### src/rtl/seq_alu.sv
// Handshaked multi-cycle ALU: single-cycle logic/add/sub ops plus an iterative
// shift-add multiplier with optional rs3 accumulate. One operation in flight at a time.
module seq_alu #(
   parameter int W = 4
) (
   input  logic             clk,
   input  logic             rst,
   input  logic             in_valid,
   output logic             in_ready,
   input  logic [3:0]       op,
   input  logic [W-1:0]     rs1,
   input  logic [W-1:0]     rs2,
   input  logic [W-1:0]     rs3,
   output logic             out_valid,
   input  logic             out_ready,
   output logic [2*W-1:0]   result,
   output logic [3:0]       status
);

   localparam int RW = 2 * W;
   localparam int CW = $clog2(W);

   localparam logic [1:0] IDLE = 2'd0;
   localparam logic [1:0] MUL  = 2'd1;
   localparam logic [1:0] ACC  = 2'd2;
   localparam logic [1:0] DONE = 2'd3;

   localparam logic [3:0] OP_NOT = 4'b0000;
   localparam logic [3:0] OP_NEG = 4'b1010;
   localparam logic [3:0] OP_SRL = 4'b1000;
   localparam logic [3:0] OP_XOR = 4'b0111;
   localparam logic [3:0] OP_PAR = 4'b1001;
   localparam logic [3:0] OP_ADD = 4'b1011;
   localparam logic [3:0] OP_SUB = 4'b1100;
   localparam logic [3:0] OP_MUL = 4'b1101;
   localparam logic [3:0] OP_MAD = 4'b1110;
   localparam logic [3:0] OP_MSB = 4'b1111;

   localparam logic [CW-1:0] CNT_ONE  = CW'(1);
   localparam logic [CW-1:0] CNT_LAST = CW'(W - 1);

   function automatic logic even_parity(input logic [W-1:0] v);
      return ^v;
   endfunction

   function automatic logic [3:0] make_status(input logic [RW-1:0] r, input logic c, input logic e);
      return {(r == {RW{1'b0}}), r[RW-1], c, e};
   endfunction

   logic [1:0]    state_r;
   logic [3:0]    op_r;
   logic [W-1:0]  c_r;
   logic [W-1:0]  mplier_r;
   logic [RW-1:0] mcand_r;
   logic [RW-1:0] acc_r;
   logic [CW-1:0] cnt_r;
   logic [RW-1:0] result_r;
   logic [3:0]    status_r;
   logic          in_ready_r;
   logic          out_valid_r;

   logic [RW-1:0] simple_res_s;
   logic          simple_c_s;
   logic          simple_e_s;
   logic          mul_op_s;
   logic [RW-1:0] add_s;
   logic [RW-1:0] sub_s;
   logic [W-1:0]  neg_s;
   logic [W-1:0]  x_s;
   logic [RW-1:0] acc_step_s;
   logic [RW:0]   acc_ext_s;

   assign add_s = {{W{1'b0}}, rs1} + {{W{1'b0}}, rs2};
   assign sub_s = {{W{1'b0}}, rs1} - {{W{1'b0}}, rs2};
   assign neg_s = (~rs1) + {{(W-1){1'b0}}, 1'b1};
   assign x_s   = rs2 ^ rs3;

   assign acc_step_s = acc_r + (mplier_r[0] ? mcand_r : {RW{1'b0}});
   // Bit RW of the extended sum is the carry for multiply-add and the borrow for multiply-subtract.
   assign acc_ext_s  = (op_r == OP_MAD) ? ({1'b0, acc_r} + {{(W+1){1'b0}}, c_r})
                                        : ({1'b0, acc_r} - {{(W+1){1'b0}}, c_r});

   // Single-cycle result and flags for the operands presented at the accept edge.
   always_comb begin
      simple_res_s = {RW{1'b0}};
      simple_c_s   = 1'b0;
      simple_e_s   = 1'b0;
      mul_op_s     = 1'b0;
      case (op)
         OP_NOT: simple_res_s = {{W{1'b0}}, ~rs1};
         OP_NEG: simple_res_s = {{W{1'b0}}, neg_s};
         OP_SRL: simple_res_s = {{W{1'b0}}, rs1 >> 1'b1};
         OP_XOR: simple_res_s = {{W{1'b0}}, x_s};
         OP_PAR: simple_res_s = {{(RW-1){1'b0}}, even_parity(x_s)};
         OP_ADD: begin
            simple_res_s = add_s;
            simple_c_s   = add_s[W];
         end
         OP_SUB: begin
            simple_res_s = sub_s;
            simple_c_s   = (rs1 < rs2);
         end
         OP_MUL, OP_MAD, OP_MSB: mul_op_s = 1'b1;
         default: simple_e_s = 1'b1;
      endcase
   end

   // Control FSM, shift-add datapath and registered outputs.
   always_ff @(posedge clk or posedge rst) begin
      if (rst) begin
         state_r     <= IDLE;
         op_r        <= 4'b0000;
         c_r         <= {W{1'b0}};
         mplier_r    <= {W{1'b0}};
         mcand_r     <= {RW{1'b0}};
         acc_r       <= {RW{1'b0}};
         cnt_r       <= {CW{1'b0}};
         result_r    <= {RW{1'b0}};
         status_r    <= 4'b0000;
         in_ready_r  <= 1'b1;
         out_valid_r <= 1'b0;
      end else begin
         case (state_r)
            IDLE: begin
               if (in_valid && in_ready_r) begin
                  op_r       <= op;
                  c_r        <= rs3;
                  in_ready_r <= 1'b0;
                  if (mul_op_s) begin
                     // Multiplier bit 0 is folded into the accept edge so a multiply takes W edges.
                     state_r  <= MUL;
                     acc_r    <= rs2[0] ? {{W{1'b0}}, rs1} : {RW{1'b0}};
                     mcand_r  <= {{(W-1){1'b0}}, rs1, 1'b0};
                     mplier_r <= rs2 >> 1'b1;
                     cnt_r    <= CNT_ONE;
                  end else begin
                     state_r     <= DONE;
                     result_r    <= simple_res_s;
                     status_r    <= make_status(simple_res_s, simple_c_s, simple_e_s);
                     out_valid_r <= 1'b1;
                  end
               end
            end
            MUL: begin
               acc_r    <= acc_step_s;
               mcand_r  <= mcand_r << 1'b1;
               mplier_r <= mplier_r >> 1'b1;
               cnt_r    <= cnt_r + CNT_ONE;
               if (cnt_r == CNT_LAST) begin
                  if (op_r == OP_MUL) begin
                     state_r     <= DONE;
                     result_r    <= acc_step_s;
                     status_r    <= make_status(acc_step_s, 1'b0, 1'b0);
                     out_valid_r <= 1'b1;
                  end else begin
                     state_r <= ACC;
                  end
               end
            end
            ACC: begin
               acc_r       <= acc_ext_s[RW-1:0];
               result_r    <= acc_ext_s[RW-1:0];
               status_r    <= make_status(acc_ext_s[RW-1:0], acc_ext_s[RW], 1'b0);
               state_r     <= DONE;
               out_valid_r <= 1'b1;
            end
            DONE: begin
               if (out_ready) begin
                  state_r     <= IDLE;
                  out_valid_r <= 1'b0;
                  in_ready_r  <= 1'b1;
               end
            end
            default: begin
               state_r     <= IDLE;
               out_valid_r <= 1'b0;
               in_ready_r  <= 1'b1;
            end
         endcase
      end
   end

   assign in_ready  = in_ready_r;
   assign out_valid = out_valid_r;
   assign result    = result_r;
   assign status    = status_r;

endmodule

### config.mk
export PLATFORM = sky130hd
export DESIGN_NAME = seq_alu
export DESIGN_NICKNAME = d
export VERILOG_FILES = /design/src/rtl/seq_alu.sv
export SDC_FILE = /design/constraint.sdc
export NUM_CORES = 1
export LEC_CHECK = 0
export CAP_MARGIN = 5
export CORE_MARGIN = 1
export CORE_UTILIZATION = 28
export DETAILED_ROUTE_END_ITERATION = 12
export GPL_ROUTABILITY_DRIVEN = 0
export PLACE_DENSITY_LB_ADDON = 0.15
export SYNTH_ARGS = -nofsm -noshare
export SYNTH_HDL_FRONTEND = slang
export SYNTH_SLANG_ARGS = --single-unit
### constraint.sdc
create_clock -name clk -period 5.1 [get_ports clk]
set_input_delay 0.51 -clock clk [delete_from_list [all_inputs] [get_ports clk]]
set_output_delay 0.51 -clock clk [all_outputs]
set_load 0.02 [all_outputs]
==> flow_summary.toml, run 1 <==
[status]
status = "finished clean"

[finish]
insertedDiodeCount = 0
fin_nets = 460
nFillCells = 1256
fin_area_um2 = 4059
final_layout_size_suffix_gt1_share_pct = 9.828
final_util_pct = 33.79
area_delta_synth_final_pct = 17.71

[die]
num_io_pins = 34
die_x_um = 113.0
start_util_pct = 28.71
fp-row-count = 40
core_um2 = 12010
die_h_um = 113.0
die_area_um2 = 12760

[route]
drt_iter0_drc = 123
viasPerCell = 5.197
vias = 2879
drcViolationCount = 0
wl_per_cell_um = 17.42
ant_nets = 0
wl_um = 9651
drtPass1Iterations = 4

[setup_path]
crit_fanout = 6
critPathMaxStageDelay_ns = 0.49
r2r-end = "status[3]$_DFFE_PP0P_"
cp_cell_sequence = "and4b_1 -> mux2_2 -> inv_1 -> fa_1 -> nor2b_1 -> o31ai_1 -> a21boi_1 -> or4_1 -> nor4_4 -> nor3_2 -> o22ai_2"
cp-start-kind = "flip-flop"
r2r_cells = 11
worstPathRequired_ns = 5.31
rrSetupSlack_ns = 2.14
cp-end-kind = "flip-flop"
r2r-start = "op_r[0]$_DFFE_PP0P_"
crit_arrival_ns = 3.17
cp_slowest_cell = "or4_1"
worstSetupPathType = "flip-flop to flip-flop"

[clock_network]
cts.repair.resized = 0
numCtsBuffers = 5
cts_root_buf = "clkbuf_16"
clk_latency_ns = 0.29
cts_tree = "done"
postCtsSetupRepairBufs = 0
cts_buffer_depth = 2
hold_buffers = 0
htreeDepth = 2
clkTransAtPathRegs_ns = 0.06
clkSinkCount = 43

[sta]
period_minus_slack_ns = 2.960
fmax_ghz = 0.3378
setup_viol = 0
rsz0062_at_grt = "false"
worst_pin_slew_ns = 0.9524
final-hold-violation-count = 0
final_max_slew_viol_count = 0
relSlewSlack_pct = 36.41
fin_worst_skew_ns = 0.005702
setup_ws_ns = 2.140
fin_setup_tns_ns = 0
finalCritPeriodShare_pct = 58.05

[synth]
synthAdderAreaFrac_pct = 13.21
synth_simple_gate_area_share_pct = 16.22
synth_common_cells = "dfrtp_1, ha_1, nand2_1, nor2_1"
ys_types = 65
yosys_most_used_dff = "dfrtp_1"
synth_seq_area_share_pct = 31.24
synth_area_leaders = "dfrtp_1, ha_1, mux2_2"
synth_enable_flop_cells = 0
synth.top_cell.area_share_pct = 30.48
yosysWarnings = 0
async_flop_share_pct = 100.0
synthMuxAreaShare_pct = 6.604
yosysMostFrequentCell = "dfrtp_1"
synth_top_family_by_area = "compound AO/OA/AOI/OAI gates"
syn_area_um2 = 3448
synth_seq_cells = 43
synth_xor_area_share_pct = 5.588
syn_avg_cell_area_um2 = 9.123
synth_fp_nets = 432
syn_inst = 378
yosys.area.top_type = "dfrtp_1"
synth_compound_area_share_pct = 22.24

[grt]
grt_overflow = 0
grt_max_degree = 44
grt_use_met1_pct = 21.20
grt_pass1_vias = 2893
grt_busiest_layer = "met2"
grt_use_met2_pct = 26.63
antenna_found_initial = 0
grt_use_total_pct = 15.78
grt_pass1_wl_um = 15480
met3_usage_pct = 2.892

[min_path]
min_from = "result[0]$_DFFE_PP0P_"
hold_path_class = "flip-flop to flip-flop"
min_to = "result[0]$_DFFE_PP0P_"
min_path_cells = 1

[pwr]
leakage_nw = 1.713
peakVddDrop_uv = 232.7
finalPower_w = 0.002835
power_density_nw_per_um2 = 698.6

[flow_run]
cap_violations = 0

[place]
dp_hpwl_um = 7485
place_ws_ns = 1.951
io_buffers = 33
placed_area_um2 = 3899
[cell usage in the layout, fill, tap and decap left out, drive strengths merged, types with 3 or more instances in the layout]
cell type      count
a22oi              5
inv               26
a21oi             23
a22o               7
o21bai             4
a31oi              3
clkdlybuf4s50     33
nand2             29
mux2              14
or4                4
dfrtp             42
o31ai              3
nor4               3
nor2b              6
nand2b             5
fa                 4
o21a               5
a211oi             4
and2               6
a21o               4
mux2i              7
nor2              28
clkbuf             7
o21ai             36
ha                30
nand3              3
nor3               9
o22ai              5
xnor2             14
xor2               8
[cells by family (layout without fill, tap and decap cells)]
| kind of cell | Yosys count | count (layout) |
|---|---|---|
| AO/OA/AOI/OAI | 113 | 113 |
| XOR/XNOR | 22 | 22 |
| adder cells (fa/ha/maj) | 34 | 34 |
| buffers and inverters | 39 | 68 |
| flip-flops | 43 | 43 |
| multiplexers | 21 | 21 |
| AND/OR/NAND/NOR | 106 | 106 |
[registers in the layout (all words and copies together) (netlist names)]
register   flops
state_r        2
status         4
mcand_r        7
out_valid      1
in_ready       1
c_r            4
result         7
acc_r          8
cnt_r          2
op_r           4
mplier_r       3
[worst max-delay path by stage]
stage                        start                    end  slack (ns)  cells after the start
6_report       op_r[0]$_DFFE_PP0P_  status[3]$_DFFE_PP0P_        2.14                     11
4_1_cts        op_r[0]$_DFFE_PP0P_  status[3]$_DFFE_PP0P_        2.14                     10
2_1_floorplan  op_r[0]$_DFFE_PP0P_  status[3]$_DFFE_PP0P_        2.42                     11
3_3_place_gp                 op[0]  result[2]$_DFFE_PP0P_        2.00                      6
5_1_grt        op_r[0]$_DFFE_PP0P_  result[5]$_DFFE_PP0P_        1.89                     10
3_5_place_dp                 op[0]  result[4]$_DFFE_PP0P_        1.95                      7
[layout make-up]
class | instances | area [um^2] | share of cell area [%]
Clock buffer | 7 | 152.6 | 3.761
Multi-Input combinational cell | 296 | 2202 | 54.25
Timing Repair Buffer | 34 | 337.8 | 8.323
Clock inverter | 1 | 7.507 | 0.1850
Inverter | 26 | 97.59 | 2.404
Tap cell | 147 | 183.9 | 4.531
Sequential cell | 43 | 1077 | 26.54
[power by group]
| group | internal, W | total, W | switching (W) |
|---|---|---|---|
| Combinational | 0.000759 | 0.00186 | 0.00111 |
| Sequential | 0.000503 | 0.000628 | 0.000125 |
| Clock | 0.000208 | 0.000343 | 0.000135 |
[metrics by stage]
step	cells	hold slack, ns
after floorplan	378	0.4483
after global routing	554	0.5161
after detailed placement	546	0.4680
after CTS	554	0.4837
final	554	0.4785
after global placement	546	0.4647
[critical path, delay by kind of cell (launching register included)]
kind | cells | cell delay [ns]
buffers and inverters | 1 | 0.06
AND/OR/NAND/NOR | 5 | 1.36
AO/OA/AOI/OAI | 3 | 0.38
multiplexers | 1 | 0.25
flip-flops | 1 | 0.39
adder cells (fa/ha/maj) | 1 | 0.44
[routing by layer]
layer | vias up | part of all wire, %
met4 | 0 | 0.70
met1 | 1409 | 49
met2 | 45 | 48
met5 | - | 0
li1 | 1420 | -
met3 | 5 | 2.1
Power figures use the tool's default switching activity.
==> run 2: changes to the inputs <==
==> constraint.sdc (replaced) <==
create_clock -name clk -period 2.95 [get_ports clk]
set_input_delay 0.295 -clock clk [delete_from_list [all_inputs] [get_ports clk]]
set_output_delay 0.295 -clock clk [all_outputs]
set_load 0.02 [all_outputs]
==> run 2 against run 1 <==
Compared with the run above:
- cell count up 2.9%
- non-clock buffer count up 16
- register-to-register slack worse by 2.0 ns
- global-route usage up 0.85 points
- clock power up 86%
- clock skew down 0.0014 ns
- routed wire length up 5.0%
- critical path depth unchanged
- largest power group unchanged
- utilization up 1.4 points
==> flow_summary.toml, run 2 (synthesized netlist as in run 1, its figures left out) <==
[min_path]
min_from = "out_valid$_DFFE_PP0P_"
hold_path_class = "flip-flop to flip-flop"
min_path_cells = 2
min_to = "out_valid$_DFFE_PP0P_"

[grt]
grt_use_total_pct = 16.63
grt_pass1_vias = 3016
grt_use_met1_pct = 22.12
antenna_found_initial = 0
grt_overflow = 0
grt_pass1_wl_um = 16510
met3_usage_pct = 2.089
grt_use_met2_pct = 29.22
grt_max_degree = 44
grt_busiest_layer = "met2"

[pwr]
clkPwrFrac_pct = 12.3
leakage_nw = 1.791
peakVddDrop_uv = 281.1
power_frac_seq_pct = 21.2
power_density_nw_per_um2 = 1221
p_int_w = 0.002745
swShare_pct = 46.83
p_sw_w = 0.002418
power_frac_comb_pct = 66.4

[sta]
fin_setup_tns_ns = 0
final-hold-violation-count = 0
fin_worst_skew_ns = 0.004260
worst_pin_slew_ns = 0.9461
setup_viol = 0
relSlewSlack_pct = 36.84
period_minus_slack_ns = 2.794
final_max_slew_viol_count = 0
whs_ns = 0.4803
rsz0062_at_grt = "false"
fmax_ghz = 0.3579
finalCritPeriodShare_pct = 94.72

[route]
vias = 2936
drtPass1Iterations = 5
wl_per_cell_um = 17.77
drt_iter0_drc = 110
wl_um = 10130
drcViolationCount = 0
ant_nets = 0
viasPerCell = 5.151

[finish]
insertedDiodeCount = 0
final_common_cell = "dfrtp_1"
layout_common_cells = "dfrtp_1, clkdlybuf4s50_1, nand2_1, ha_1, nor2_1"
area_delta_synth_final_pct = 22.64
regMostFlops = "acc_r"
final_layout_size_suffix_gt1_share_pct = 14.89
fin_nets = 476
nFillCells = 1261
largest_reg_flops = 8

[setup_path]
cp_top_family = "simple AND/OR/NAND/NOR gates"
r2r_cells = 11
worstSetupPathType = "flip-flop to flip-flop"
cp-start-kind = "flip-flop"
cp_cell_sequence = "and4b_2 -> mux2_2 -> inv_1 -> fa_1 -> nor2b_1 -> o31ai_2 -> a21boi_1 -> or4_1 -> nor4_4 -> nor3_2 -> o22ai_2"
crit_fanout = 6
r2r-end = "status[3]$_DFFE_PP0P_"
rrSetupSlack_ns = 0.16
critPathMaxStageDelay_ns = 0.47
crit_arrival_ns = 3.00
cp_slowest_cell = "or4_1"
r2r-start = "op_r[0]$_DFFE_PP0P_"
crit_buf_inv = 1
cp-end-kind = "flip-flop"
worstPathRequired_ns = 3.16

[die]
num_io_pins = 34
die_x_um = 113.0
die_area_um2 = 12760
core_um2 = 12010
fp-row-count = 40
die_h_um = 113.0
start_util_pct = 28.71

[clock_network]
htreeDepth = 2
cts_tree = "done"
clk_latency_ns = 0.29
numCtsBuffers = 5
clkSinkCount = 43
cts_root_buf = "clkbuf_16"
cts_buffer_depth = 2
clkTransAtPathRegs_ns = 0.06

[place]
dp_hpwl_um = 7865
io_buffers = 33

[status]
status = "finished clean"

[flow_run]
cap_violations = 0
-- run 2: power groups by stage --
stage / Combinational, W / Sequential, W / Clock, W
after floorplan: 0.00231 / 0.00111 / 0
after global placement: 0.00332 / 0.00109 / 0
after detailed placement: 0.00333 / 0.00109 / 0
after CTS: 0.00335 / 0.00108 / 0.000650
after global routing: 0.00379 / 0.00113 / 0.000682
final: 0.00343 / 0.00110 / 0.000637
-- run 2: final cells by class --
cell class | instances | area (um^2) | share of cell area [%]
well taps | 147 | 183.9 | 4.349
inverters | 26 | 97.59 | 2.308
repair buffers | 50 | 457.9 | 10.83
clock buffers | 6 | 128.9 | 3.047
multi-input cells | 296 | 2243 | 53.05
flip-flops and latches | 43 | 1080 | 25.53
clock inverters | 2 | 37.54 | 0.8876
-- run 2: timing repair --
item                                    4_1_cts  5_1_grt
setup buffers                                 0        0
resized for setup                             0        9
hold buffers                                  0        0
endpoints found under the setup margin        0        8
-- run 2: stage by stage --
| step | utilization [%] | setup slack [ns] | std cells | cell area (um^2) | power [W] |
|---|---|---|---|---|---|
| 4_1_cts | 34.84 | 0.01420 | 570 | 4185 | 0.005089 |
| 3_3_place_gp | 33.46 | 0.1144 | 562 | 4019 | 0.004408 |
| 6_report | 35.21 | 0.1558 | 570 | 4229 | 0.005162 |
| 5_1_grt | 35.21 | 0.01933 | 570 | 4229 | 0.005605 |
| 3_5_place_dp | 33.46 | 0.04827 | 562 | 4019 | 0.004426 |
| 2_1_floorplan | - | 0.2738 | 378 | 3448 | 0.003424 |
-- run 2: metal layers --
layer / wire length (um) / vias to the layer above / share of wire (%)
met5: 0 / - / 0
met4: 67 / 0 / 0.66
met3: 200 / 8 / 2.0
met2: 4994 / 42 / 49
met1: 4866 / 1441 / 48
li1: - / 1445 / -
-- run 2: worst max-delay path by stage --
stage | startpoint | end | depth (start not counted)
floorplan | op_r[0]$_DFFE_PP0P_ | status[3]$_DFFE_PP0P_ | 11
global placement | c_r[0]$_DFFE_PP0P_ | status[1]$_DFFE_PP0P_ | 11
detailed placement | c_r[0]$_DFFE_PP0P_ | result[6]$_DFFE_PP0P_ | 11
CTS | c_r[0]$_DFFE_PP0P_ | result[6]$_DFFE_PP0P_ | 11
global route | op_r[0]$_DFFE_PP0P_ | status[3]$_DFFE_PP0P_ | 10
finish | op_r[0]$_DFFE_PP0P_ | status[3]$_DFFE_PP0P_ | 11
-- run 2: worst reg2reg max path: cells and delay by family, from the launching register on --
kind / cells / cell delay (ns)
adder cells (fa/ha/maj): 1 / 0.45
AND/OR/NAND/NOR: 5 / 1.28
flip-flops: 1 / 0.39
AO/OA/AOI/OAI: 3 / 0.35
buffers and inverters: 1 / 0.05
multiplexers: 1 / 0.19
==> RTL edit 1: new RTL, config.mk and constraints of run 2 <==
The parameter `W` goes from 4 to 2.
--- a/src/rtl/seq_alu.sv
+++ b/src/rtl/seq_alu.sv
@@ -1,7 +1,7 @@
 // Handshaked multi-cycle ALU: single-cycle logic/add/sub ops plus an iterative
 // shift-add multiplier with optional rs3 accumulate. One operation in flight at a time.
 module seq_alu #(
-   parameter int W = 4
+   parameter int W = 2
 ) (
    input  logic             clk,
    input  logic             rst,
Ports: changed (resized result, rs1, rs2 and rs3); port bits go from 34 to 24. The function was not compared with the original's and may differ.
==> RTL edit 1 against run 2 <==
The flow now finishes with violations (design-rule violations); sequential cell count down 17; critical endpoint unchanged; worst setup slack improved by 0.35 ns; cell count fell by 45%; area after synthesis down 44%; maximum frequency grew 14%; global-route usage is 2.0 points lower; routed wire length decreased by 52%; first-iteration DRC count is 47% lower; design area is 45% lower; via count down 45%.
Power is left out: it rests on default switching activity, and per cell area and clock period it moved more than threefold.
==> RTL edit 1: results (changes against run 2) <==
Clock network
  – Clock root cell: clkbuf_8
  – Worst-path clk slew: 0.10 ns (+0.04 ns)
  – TritonCTS Buffers: 3 (-2)
  – H-tree depth: 1 (-1)

Drt
  – Detailed Routing Iterations Pass 1: 10 (+5)
  – DRT iter0 DRCs: 58 (-47%)
  – Residual DRC: 2 (+2)
  – Number of vias per cell: 5.20 (+1.0%)

Worst setup path
  – Critical Path Sink: status[3]
  – Worst Path Arrival: 2.65 ns (-0.35 ns)
  – CP max FO: 4 (-2)
  – Max incr delay on CP: 0.39 ns (-0.08 ns)
  – Reg2Reg Setup Slack: 0.50 ns (+0.35 ns)
  – CP max stage cell: dfrtp_1

Outcome
  – Failing checks: design-rule violations
  – Status: finished with violations

Finish
  – Fillers: 667 (-47%)
  – Layout cells sized above 1: 8.97% (-5.9 points)
  – Final net count: 266 (-44%)

GRT
  – Initial antenna violation count: 0 (unchanged)
  – Largest net degree at the start of global routing: 27 (-39%)
  – First-pass GRT wire length: 8.19 mm (-50%)

Yosys
  – Synth area leaders: dfrtp_1 33%, ha_1 8.5%, o21ai_0 4.4%
  – Synth top cells by count: 25 x dfrtp_1, 19 x nand2_1, 18 x inv_1
  – Count of different cell masters after synthesis: 46 (-29%)
  – Net Count, Synth: 240 (-44%)

Placed design
  – Port Buffers: 23 (-30%)

STA
  – Worst hold slack: 0.375 ns (-0.105 ns)
  – Worst-Margin Slew: 0.510 ns (-0.436 ns)

Min path
  – HP Class: in2async
RTL edit 1: changes by cell type in the layout (fill, tap and decap cells not counted), moves of 9 or more:
cell / change
nor2_1: -19
o21ai_1: -17
ha_1: -16
dfrtp_1: -15
a21oi_1: -12
xnor2_1: -11
clkdlybuf4s50_1: -10
nand2_1: -10
buf_4: -9
RTL edit 1: layout make-up:
type | count | area, µm² | share of cell area (%)
repair buffers | 31 | 290 | 12.5
flip-flops and latches | 26 | 652 | 28.0
inverters | 18 | 67.6 | 2.90
clock buffers | 3 | 41.3 | 1.78
well taps | 77 | 96.3 | 4.14
multi-input cells | 155 | 1150 | 49.4
clock inverters | 1 | 30.0 | 1.29
RTL edit 1: layer usage:
metal,routed length (µm),up-vias,track usage (%)
li1,-,808,-
met1,2410,776,19.7
met2,2300,32,25.0
met3,134,2,2.72
met4,23,0,2.62
met5,0,-,0
RTL edit 1: through the flow:
stage | worst slack, ns | instance area, µm² | util [%] | instances
after floorplan | 0.840 | 1920 | - | 209
after global placement | 0.428 | 2250 | 34.7 | 307
after detailed placement | 0.441 | 2250 | 34.7 | 307
after CTS | 0.517 | 2330 | 35.8 | 311
after global routing | 0.309 | 2330 | 35.8 | 311
final | 0.502 | 2330 | 35.8 | 311
RTL edit 1: cells by family (layout without fill, tap and decap cells):
family | count (synthesis) | count (layout) | share of synthesized area (%)
AO/OA/AOI/OAI | 58 | 58 | 20.4
XOR/XNOR | 6 | 6 | 2.73
adder cells (fa/ha/maj) | 17 | 17 | 12.6
buffers and inverters | 28 | 53 | 6.38
flip-flops | 26 | 26 | 33.9
multiplexers | 8 | 8 | 4.62
AND/OR/NAND/NOR | 66 | 66 | 19.4
RTL edit 1: tightest hold or removal path: cells and delay by family:
kind     cells  cell delay, ns
buf+inv      3            0.78
==> RTL edit 2: new RTL, config.mk and constraints of run 2 <==
Made on the original files. Make the reset (`rst`) synchronous in one clocked block.
--- a/src/rtl/seq_alu.sv
+++ b/src/rtl/seq_alu.sv
@@ -106,7 +106,7 @@
    end
 
    // Control FSM, shift-add datapath and registered outputs.
-   always_ff @(posedge clk or posedge rst) begin
+   always_ff @(posedge clk) begin
       if (rst) begin
          state_r     <= IDLE;
          op_r        <= 4'b0000;
Formal check against the unedited RTL: differs if rst is asserted again (counterexample within 4 cycles, from zero or initial values and one cycle with rst high); with rst held inactive, the same outputs for 4 cycles.
==> RTL edit 2 against run 2 <==
Sequential share of layout area fell by 5.6 points; area after synthesis rose by 3.1%; non-clock buffer count grew 5; combinational power is 42% lower; sequential cell count stayed put; worst setup slack improved by 0.023 ns; clock power is 15% lower; first-iteration DRC count is 31% higher; routed wire length grew 7.7%; design area rose by 2.4%; total power is 35% lower; clock skew grew 0.0043 ns; sequential power is 23% lower.
==> RTL edit 2: results (changes against run 2) <==
Finish
  – Multi-input combinational area share: 57.8% (+4.7 points)
  – Clock Network Area Fraction: 3.26% (-0.67 points)
  – Final net count: 545 (+14%)
  – Fillers: 1338 (+6.1%)
  – Invs w/o clock: 32 (+23%)
  – FF+latch count: 43 (unchanged)
  – Layout cells sized above 1: 11.4% (-3.5 points)
  – Plain + repair buffers: 55 (+10%)
  – Seq/total area: 19.9% (-5.6 points)
  – Data buffer area share: 11.4% (+0.61 points)
  – Post-layout util: 35.5% (+0.25 points)
  – Multi-In Gates: 353 (+19%)

GRT
  – Largest net degree at the start of global routing: 38 (-14%)
  – Grt met2 use: 29.4% (+0.16 points)
  – Vias in the first global route: 3361 (+11%)
  – GRT Util Overall: 17.5% (+0.84 points)

Floorplanning
  – Die area: 13200 µm² (+3.0%)

Drt
  – Number of vias per cell: 5.14 (-0.31%)
  – Routed length on met3: 398 µm (+99%)
  – DRT iter0 DRCs: 144 (+31%)
  – WL met1: 5.18 mm (+6.5%)
  – Met2 Routed Length: 5.10 mm (+2.2%)
  – Total wire length: 10.9 mm (+7.7%)

Outcome
  – Status: completed

STA
  – Clk_skew: 0.00852 ns (+0.00426 ns)
  – Slew HR: 50.2% (+13 points)
  – Tcrit/Tclk final: 93.9% (-0.79 points)
  – Worst hold slack: 0.458 ns (-0.0223 ns)

Power
  – P_leak: 1.68 nW (-6.4%)
  – Peak supply drop: 0.000360 V (+28%)
  – Psw: 1.55 mW (-36%)
  – Seq group: 852 µW (-23%)
  – Power, Total: 3.37 mW (-35%)

Worst setup path
  – CP max stage cell: nor4_2
  – CP max FO: 4 (-2)
  – Worst Path Arrival: 2.97 ns (-0.03 ns)
  – Critical path class: reg2reg
  – Max incr delay on CP: 0.38 ns (-0.09 ns)

Clock network
  – Clock root cell: clkbuf_16

Yosys
  – Fraction of registers with async set/reset: 0% (-100 points)
  – Count of different cell masters after synthesis: 69 (+6.2%)
  – Synth top cells by count: 45 x nand2_1, 43 x dfxtp_1, 36 x nor2_1
  – Sequential fraction of the synthesis area: 24.2% (-7.0 points)
  – Synth Area per Inst: 7.90 µm² (-13%)
  – Net Count, Synth: 505 (+17%)

Placed design
  – Pre-CTS setup slack: -0.0753 ns (-0.124 ns)
  – Post-DP HPWL: 8.57 mm (+9.0%)
RTL edit 2: cell count changes after synthesis, moves of 7 or more:
cell      delta
inv_1       +10
nor2_1       +8
a22o_1       -7
a21oi_1     +13
nand3_1     +18
a211oi_1     +8
o21ai_1     -15
nand2_1     +16
mux2_2       -9
dfrtp_1     -42
dfxtp_1     +43
RTL edit 2: worst paths after layout:
kind	from	endpoint	cells after the start
worst min-delay path	result[2]	result[2]	2
worst max register to register	op_r[2]	acc_r[7]	10
worst max-delay path	op_r[2]	acc_r[7]	10
worst min register to register	result[2]	result[2]	2
RTL edit 2: logic make-up (layout without fill, tap and decap cells):
logic type	Yosys count	count (layout)	synth area share, %
fa+ha+maj	35	35	13.2
xor+xnor	18	18	4.44
mux	11	11	3.27
compound gates	131	131	25.6
buf+inv	54	95	6.51
flops	43	43	24.2
simple gates	158	158	22.8
